`src/rtl/mul_nport_seq.sv`:
```
// N-channel unsigned shift-add multiplier bank sharing one selectable second operand.
// Every channel finishes together after B_W iteration cycles; results are held between operations.
module mul_nport_seq #(
   parameter int CH  = 2,
   parameter int A_W = 3,
   parameter int B_W = 4
) (
   input  logic                      clk,
   input  logic                      rst_n,
   input  logic                      start,
   input  logic [CH*A_W-1:0]         din_a,
   input  logic [B_W-1:0]            din_c,
   input  logic [B_W-1:0]            din_d,
   input  logic                      sel_a,
   input  logic                      sel_b,
   output logic                      busy,
   output logic                      done,
   output logic [CH*(A_W+B_W)-1:0]   result
);

   localparam int R_W = A_W + B_W;
   localparam int CW  = (B_W > 1) ? $clog2(B_W) : 1;
   localparam logic [CW-1:0] CNT_LAST = CW'(B_W - 1);

   typedef enum logic [1:0] {IDLE, CALC, DONE} state_t;

   state_t              state, state_nxt;
   logic [CW-1:0]       cnt;
   logic [CH*A_W-1:0]   a_q;
   logic [B_W-1:0]      b_q;
   logic [CH*R_W-1:0]   acc, acc_nxt;
   logic [CH*R_W-1:0]   result_q;
   logic                last;

   function automatic logic [R_W-1:0] part_prod(input logic [A_W-1:0] a,
                                                 input logic           bit_set,
                                                 input logic [CW-1:0]  sh);
      part_prod = bit_set ? (R_W'(a) << sh) : '0;
   endfunction

   assign last = (cnt == CNT_LAST);

   always_comb begin
      acc_nxt = acc;
      for (int i = 0; i < CH; i++) begin
         acc_nxt[i*R_W +: R_W] = acc[i*R_W +: R_W]
                                 + part_prod(a_q[i*A_W +: A_W], b_q[cnt], cnt);
      end
   end

   always_comb begin
      state_nxt = state;
      case (state)
         IDLE:    if (start) state_nxt = CALC;
         CALC:    if (last)  state_nxt = DONE;
         DONE:    state_nxt = IDLE;
         default: state_nxt = IDLE;
      endcase
   end

   always_ff @(posedge clk or negedge rst_n) begin
      if (!rst_n) state <= IDLE;
      else        state <= state_nxt;
   end

   // Operand capture, iteration and result write-back
   always_ff @(posedge clk or negedge rst_n) begin
      if (!rst_n) begin
         cnt      <= '0;
         a_q      <= '0;
         b_q      <= '0;
         acc      <= '0;
         result_q <= '0;
      end else begin
         case (state)
            IDLE: begin
               if (start) begin
                  a_q <= din_a;
                  b_q <= (sel_a & sel_b) ? din_d : din_c;
                  acc <= '0;
                  cnt <= '0;
               end
            end
            CALC: begin
               acc <= acc_nxt;
               cnt <= cnt + CW'(1);
               if (last) result_q <= acc_nxt;
            end
            default: ;
         endcase
      end
   end

   assign busy   = (state != IDLE);
   assign done   = (state == DONE);
   assign result = result_q;

endmodule

```
`config.mk`:
```
export PLATFORM = sky130hd
export DESIGN_NAME = mul_nport_seq
export DESIGN_NICKNAME = d
export VERILOG_FILES = /design/src/rtl/mul_nport_seq.sv
export SDC_FILE = /design/constraint.sdc
export NUM_CORES = 1
export LEC_CHECK = 0
export BUFFER_PORTS_ARGS = -buffer_cell sky130_fd_sc_hd__buf_2
export CAP_MARGIN = 20
export CORE_MARGIN = 2
export CORE_UTILIZATION = 55
export CTS_CLUSTER_SIZE = 20
export DETAILED_ROUTE_END_ITERATION = 16
export PLACE_DENSITY = 0.88
export SLEW_MARGIN = 40
export SYNTH_ARGS = -nofsm -noshare
export SYNTH_HDL_FRONTEND = slang
export SYNTH_SLANG_ARGS = --single-unit
```
`constraint.sdc`:
```
create_clock -name clk -period 3.2 [get_ports clk]
set_clock_uncertainty 0.15 [all_clocks]
set_input_delay 0.48 -clock clk [delete_from_list [all_inputs] [get_ports clk]]
set_output_delay 0.48 -clock clk [all_outputs]
set_load 0.01 [all_outputs]
```
Yosys cells after proc, flatten, opt, wreduce, memory -nomap -nowiden
Cells that the tools add are included.

word-level totals
  register bits = 42
  bits of input ports = 19
  output and inout bits = 16
  logic and storage cells = 37

operators by class
  add/subtract/negate cells = 3
  order comparisons = 1
  equality and inequality tests = 5
  shift-type cells = 2
  multiplexer cells = 12
  bitwise logic cells = 1
  reductions and logical operators = 7

operators by type and width
  operator             number
  $pmux 14 s2          1
  $add 7x7->7          2
  $mux 14              1
  $mux 7               2
  $shl 3x2->7          2
  $pmux 2 s2           2
  $reduce_and 2->1     4
  $mux 2               3
  $eq 2x2->1 const B   2
  $mux 4               1
  $ne 2x2->1 const B   2
  $reduce_bool 2->1    2
  $lt 2x3->1 const B   1
  $add 2x1->2 const B  1
  $bmux 1 s2           1
  $eq 2x1->1 const B   1
  $logic_not 2->1      1
  $and 1x1->1          1
  $mux 1               1

Longest topological paths before layout
  depth after elaboration = 5
  gate-level depth with buffers = 10
  depth with buffers taken out = 9

Least setup slack after synthesis
No wires, ideal clock.

  kind = flip-flop to flip-flop
  start = reg cnt[1]
  end = reg acc[13]
  setup time = 128 ps
  data arrival time = 2,170 ps
  data required time = 2,922 ps
  setup slack = 751 ps
  cell stages (with the launch flop) = 11
  path buffers = 2
  clock period less this slack = 2,449 ps
  path through = dfrtp_1 clkbuf_1 clkbuf_1 and3b_1 ha_1 inv_1 fa_1 nand2b_1 a211oi_2 a2bb2oi_1 o21ai_0

on the way
  longest elaborated chain between the ends = 5
  elaborated cells on any way between the ends = 6
  those cells by class = 1 x add/sub; 1 x shift; 4 x mux

RTL lines
  what                          RTL line  source
  start, declared               28        logic [CW-1:0] cnt;
  start signal, assigned        86        cnt <= cnt + CW'(1);
  $bmux 1 s2                    47        + part_prod(a_q[i*A_W +: A_W], b_q[cnt], cnt);
  $mux 1 (implied by the code)  47
  $mux 7 *                      38        part_prod = bit_set ? (R_W'(a) << sh) : '0;
  $add 7x7->7 *                 47
  $pmux 14 s2 *                 75        case (state)
  end signal, assigned          85        acc <= acc_nxt;
  end, declared                 31        logic [CH*R_W-1:0] acc, acc_nxt;

Every way passes the cells marked *; elsewhere a longest branch is shown, timed or not. The select of a mux whose other input is x is not followed.
A chain may end at the register's enable or synchronous reset.

Worst setup path in the final report
  start = reg cnt[0]
  end = reg acc[13]

The elaborated chain is that of the path after synthesis.

==> out/qor.csv <==
metric,value,unit
GRT overflow,0,
TNS Setup,0,ns
FMAX,0.353,GHz
Leak,0.00129,uW
CP max FO,22,
Cells after Synth,235,
Port Buffer Count,34,
R2R depth,9,
dpl hpwl,3320,um
synthesized flop and latch total,42,
CTS Buf Count,5,
Worst VDD drop,0.000558,V
Final Critical Period,2.83,ns
YS warnings,0,
post-synthesis compound-gate area fraction,0.173,
syn avg cell area,10.1,sq um
clk_lat worst skew,0.30,ns
largest net degree at the start of global routing,43,
CP Capture Type,register,
CTS tree,built,
Vias,1811,
vias in the first global route,1691,
Ant. Diodes,0,
clock transition at the registers of the reported paths,0.08,ns
adder-cell share of the synthesized area,0.0858,
Core ar.,4060,sq um
Post-CTS Resized,0,
clock sinks,42,
pwr/cell area,1150,nW/um^2
register area share after synthesis,0.445,
DP Cell Count,310,
Nets,301,
Clock Tree Buf Depth,2,
Final Instance Count excl. Fillers,318,
row count,23,
XOR/XNOR Fraction of Synth Area,0.0334,
"Setup Fix Bufs, Post-CTS",0,
layout cells sized above 1,0.224,
worst r2r dst,acc[13],
top cell type by total area after synthesis,dfrtp_1,
Post-Synth Simple-Gate Area,0.155,
crit path launch type,register,
Final Hold Fails,0,
# hold bufs at CTS,0,
number of enable flip-flop cells after synthesis,0,
Synth cell types,39,
Setup CP Type,register to register,
post-route ant nets,0,
Synth area leaders,"dfrtp_1, ha_1, nand2_1, a21oi_1, xnor2_1",
overall power,3090,uW
final-report setup violation count,0,
DR WL/cell,14.7,um
syn_nets,269,
die height,69.6,um
mux contribution to synthesized area,0.0731,
cell area after synthesis,2360,sq um
first-pass GRT wire length,7850,um
slew margin rel.,0.477,
max-slew violations,0,
Area growth syn-to-layout,13.7,%
Detailed Route Iter0 Violations,87,
RR Startpoint,cnt[0],
die width,69.6,um
most frequent cells in the layout,"dfrtp_1, nand2_1, buf_2",
combinational family with the most area after synthesis,compound AO/OA/AOI/OAI gates,
# H-tree levels,2,
max cap viols,0,
"Top FF cell, synth",dfrtp_1,
Final Wtd Congestion,0.867,
layout filler cell count,315,
Hold Crit Class,primary input to async pin,
area fraction of the dominant cell type after synthesis,0.445,
DRT Wirelength,4680,um
First-pass DRT Iterations,4,
"Async S/R FF share, synth",1.00,
Initial Util,0.582,
clock root cell,clkbuf_8,
Worst Max-Slew Pin Slew,0.785,ns
"commonest non-fill, non-tap cell in the layout",dfrtp_1,
Total GRT Usage,0.204,
die area,4840,sq um
RSZ-0062 raised after global routing,no,
R2R Setup Slk,0.37,ns
initial antenna violation count,0,
status,completed,
Worst EP arrival,2.86,ns
CP Data Required Time,3.23,ns
final worst path period share,0.885,
I/O pins,35,
vias per inst,5.69,
# DRC,0,
==> layout make-up <==
class / count / area [sq um] / share of cell area
Clock buffer: 6 / 82.6 / 0.0307
Clock inverter: 2 / 60.1 / 0.0223
Inverter: 4 / 15.0 / 0.00559
Multi-Input combinational cell: 178 / 1230 / 0.457
Sequential cell: 42 / 1050 / 0.391
Tap cell: 50 / 62.6 / 0.0233
Timing Repair Buffer: 36 / 188 / 0.0698
==> cell families (layout without fill, tap and decap cells) <==
group                    count (synthesis)  count (layout)
XOR/XNOR                                 9               9
flip-flops                              42              42
multiplexers                            15              15
buffers and inverters                   15              48
AO/OA/AOI/OAI                           64              64
AND/OR/NAND/NOR                         75              75
adder cells (fa/ha/maj)                 15              15
==> metrics by stage <==
stage	hold slack (ns)	cell area (sq um)	util	worst slack, ns
3_5_place_dp	0.322	2540	0.627	0.407
4_1_cts	0.0210	2690	0.662	0.377
2_1_floorplan	0.0344	2360	-	0.751
6_report	0.00251	2690	0.662	0.370
5_1_grt	0.0493	2690	0.662	0.123
3_3_place_gp	0.310	2540	0.627	0.556
==> worst max-delay path by stage <==
stage,start,to,slack [ns],cells past startpoint
2_1_floorplan,cnt[1],acc[13],0.75,10
4_1_cts,cnt[0],result[13],0.38,9
3_5_place_dp,cnt[0],result[13],0.41,9
3_3_place_gp,cnt[0],acc[4],0.56,8
5_1_grt,cnt[0],acc[13],0.12,9
6_report,cnt[0],acc[13],0.37,9
==> metal layers <==
metal	routed length (um)	up-vias	track usage
met5	0	-	0
met4	66	0	0.0719
met3	209	7	0.0363
met2	2310	45	0.340
met1	2100	869	0.268
li1	-	890	-
==> worst max-delay path, stage by stage (launching register included) <==
cell and delay, ns:
dfrtp_1 0.62, nor2b_1 0.28, and3b_1 0.21, ha_1 0.18, inv_1 0.06, fa_1 0.38, nand2b_1 0.21, a211oi_2 0.33
a2bb2oi_1 0.21, o21ai_0 0.10
==> state kept, by name (all words and copies together), names as in the netlist <==
| register | count |
|---|---|
| a_q | 6 |
| acc | 14 |
| b_q | 4 |
| cnt | 2 |
| result | 14 |
| state | 2 |
==> power breakdown <==
part / total [uW] / internal, uW / switching, uW
Combinational: 1560 / 674 / 888
Clock: 514 / 333 / 181
Sequential: 1010 / 775 / 236
==> synthesized netlist by cell type, drive strengths merged (2+ instances only) <==
cell    count
fa          2
o21bai      2
a211oi      7
nand2      36
o31ai       4
nor2       19
nand2b      2
nor2b       9
o21ai      23
inv         4
a32oi       3
mux2i       6
nand3       2
a21o        3
a21oi      16
ha         13
and3b       2
o22ai       3
xnor2       8
buf         8
dfrtp      42
and4        2
clkbuf      3
mux2        9
Power figures use the tool's default switching activity.
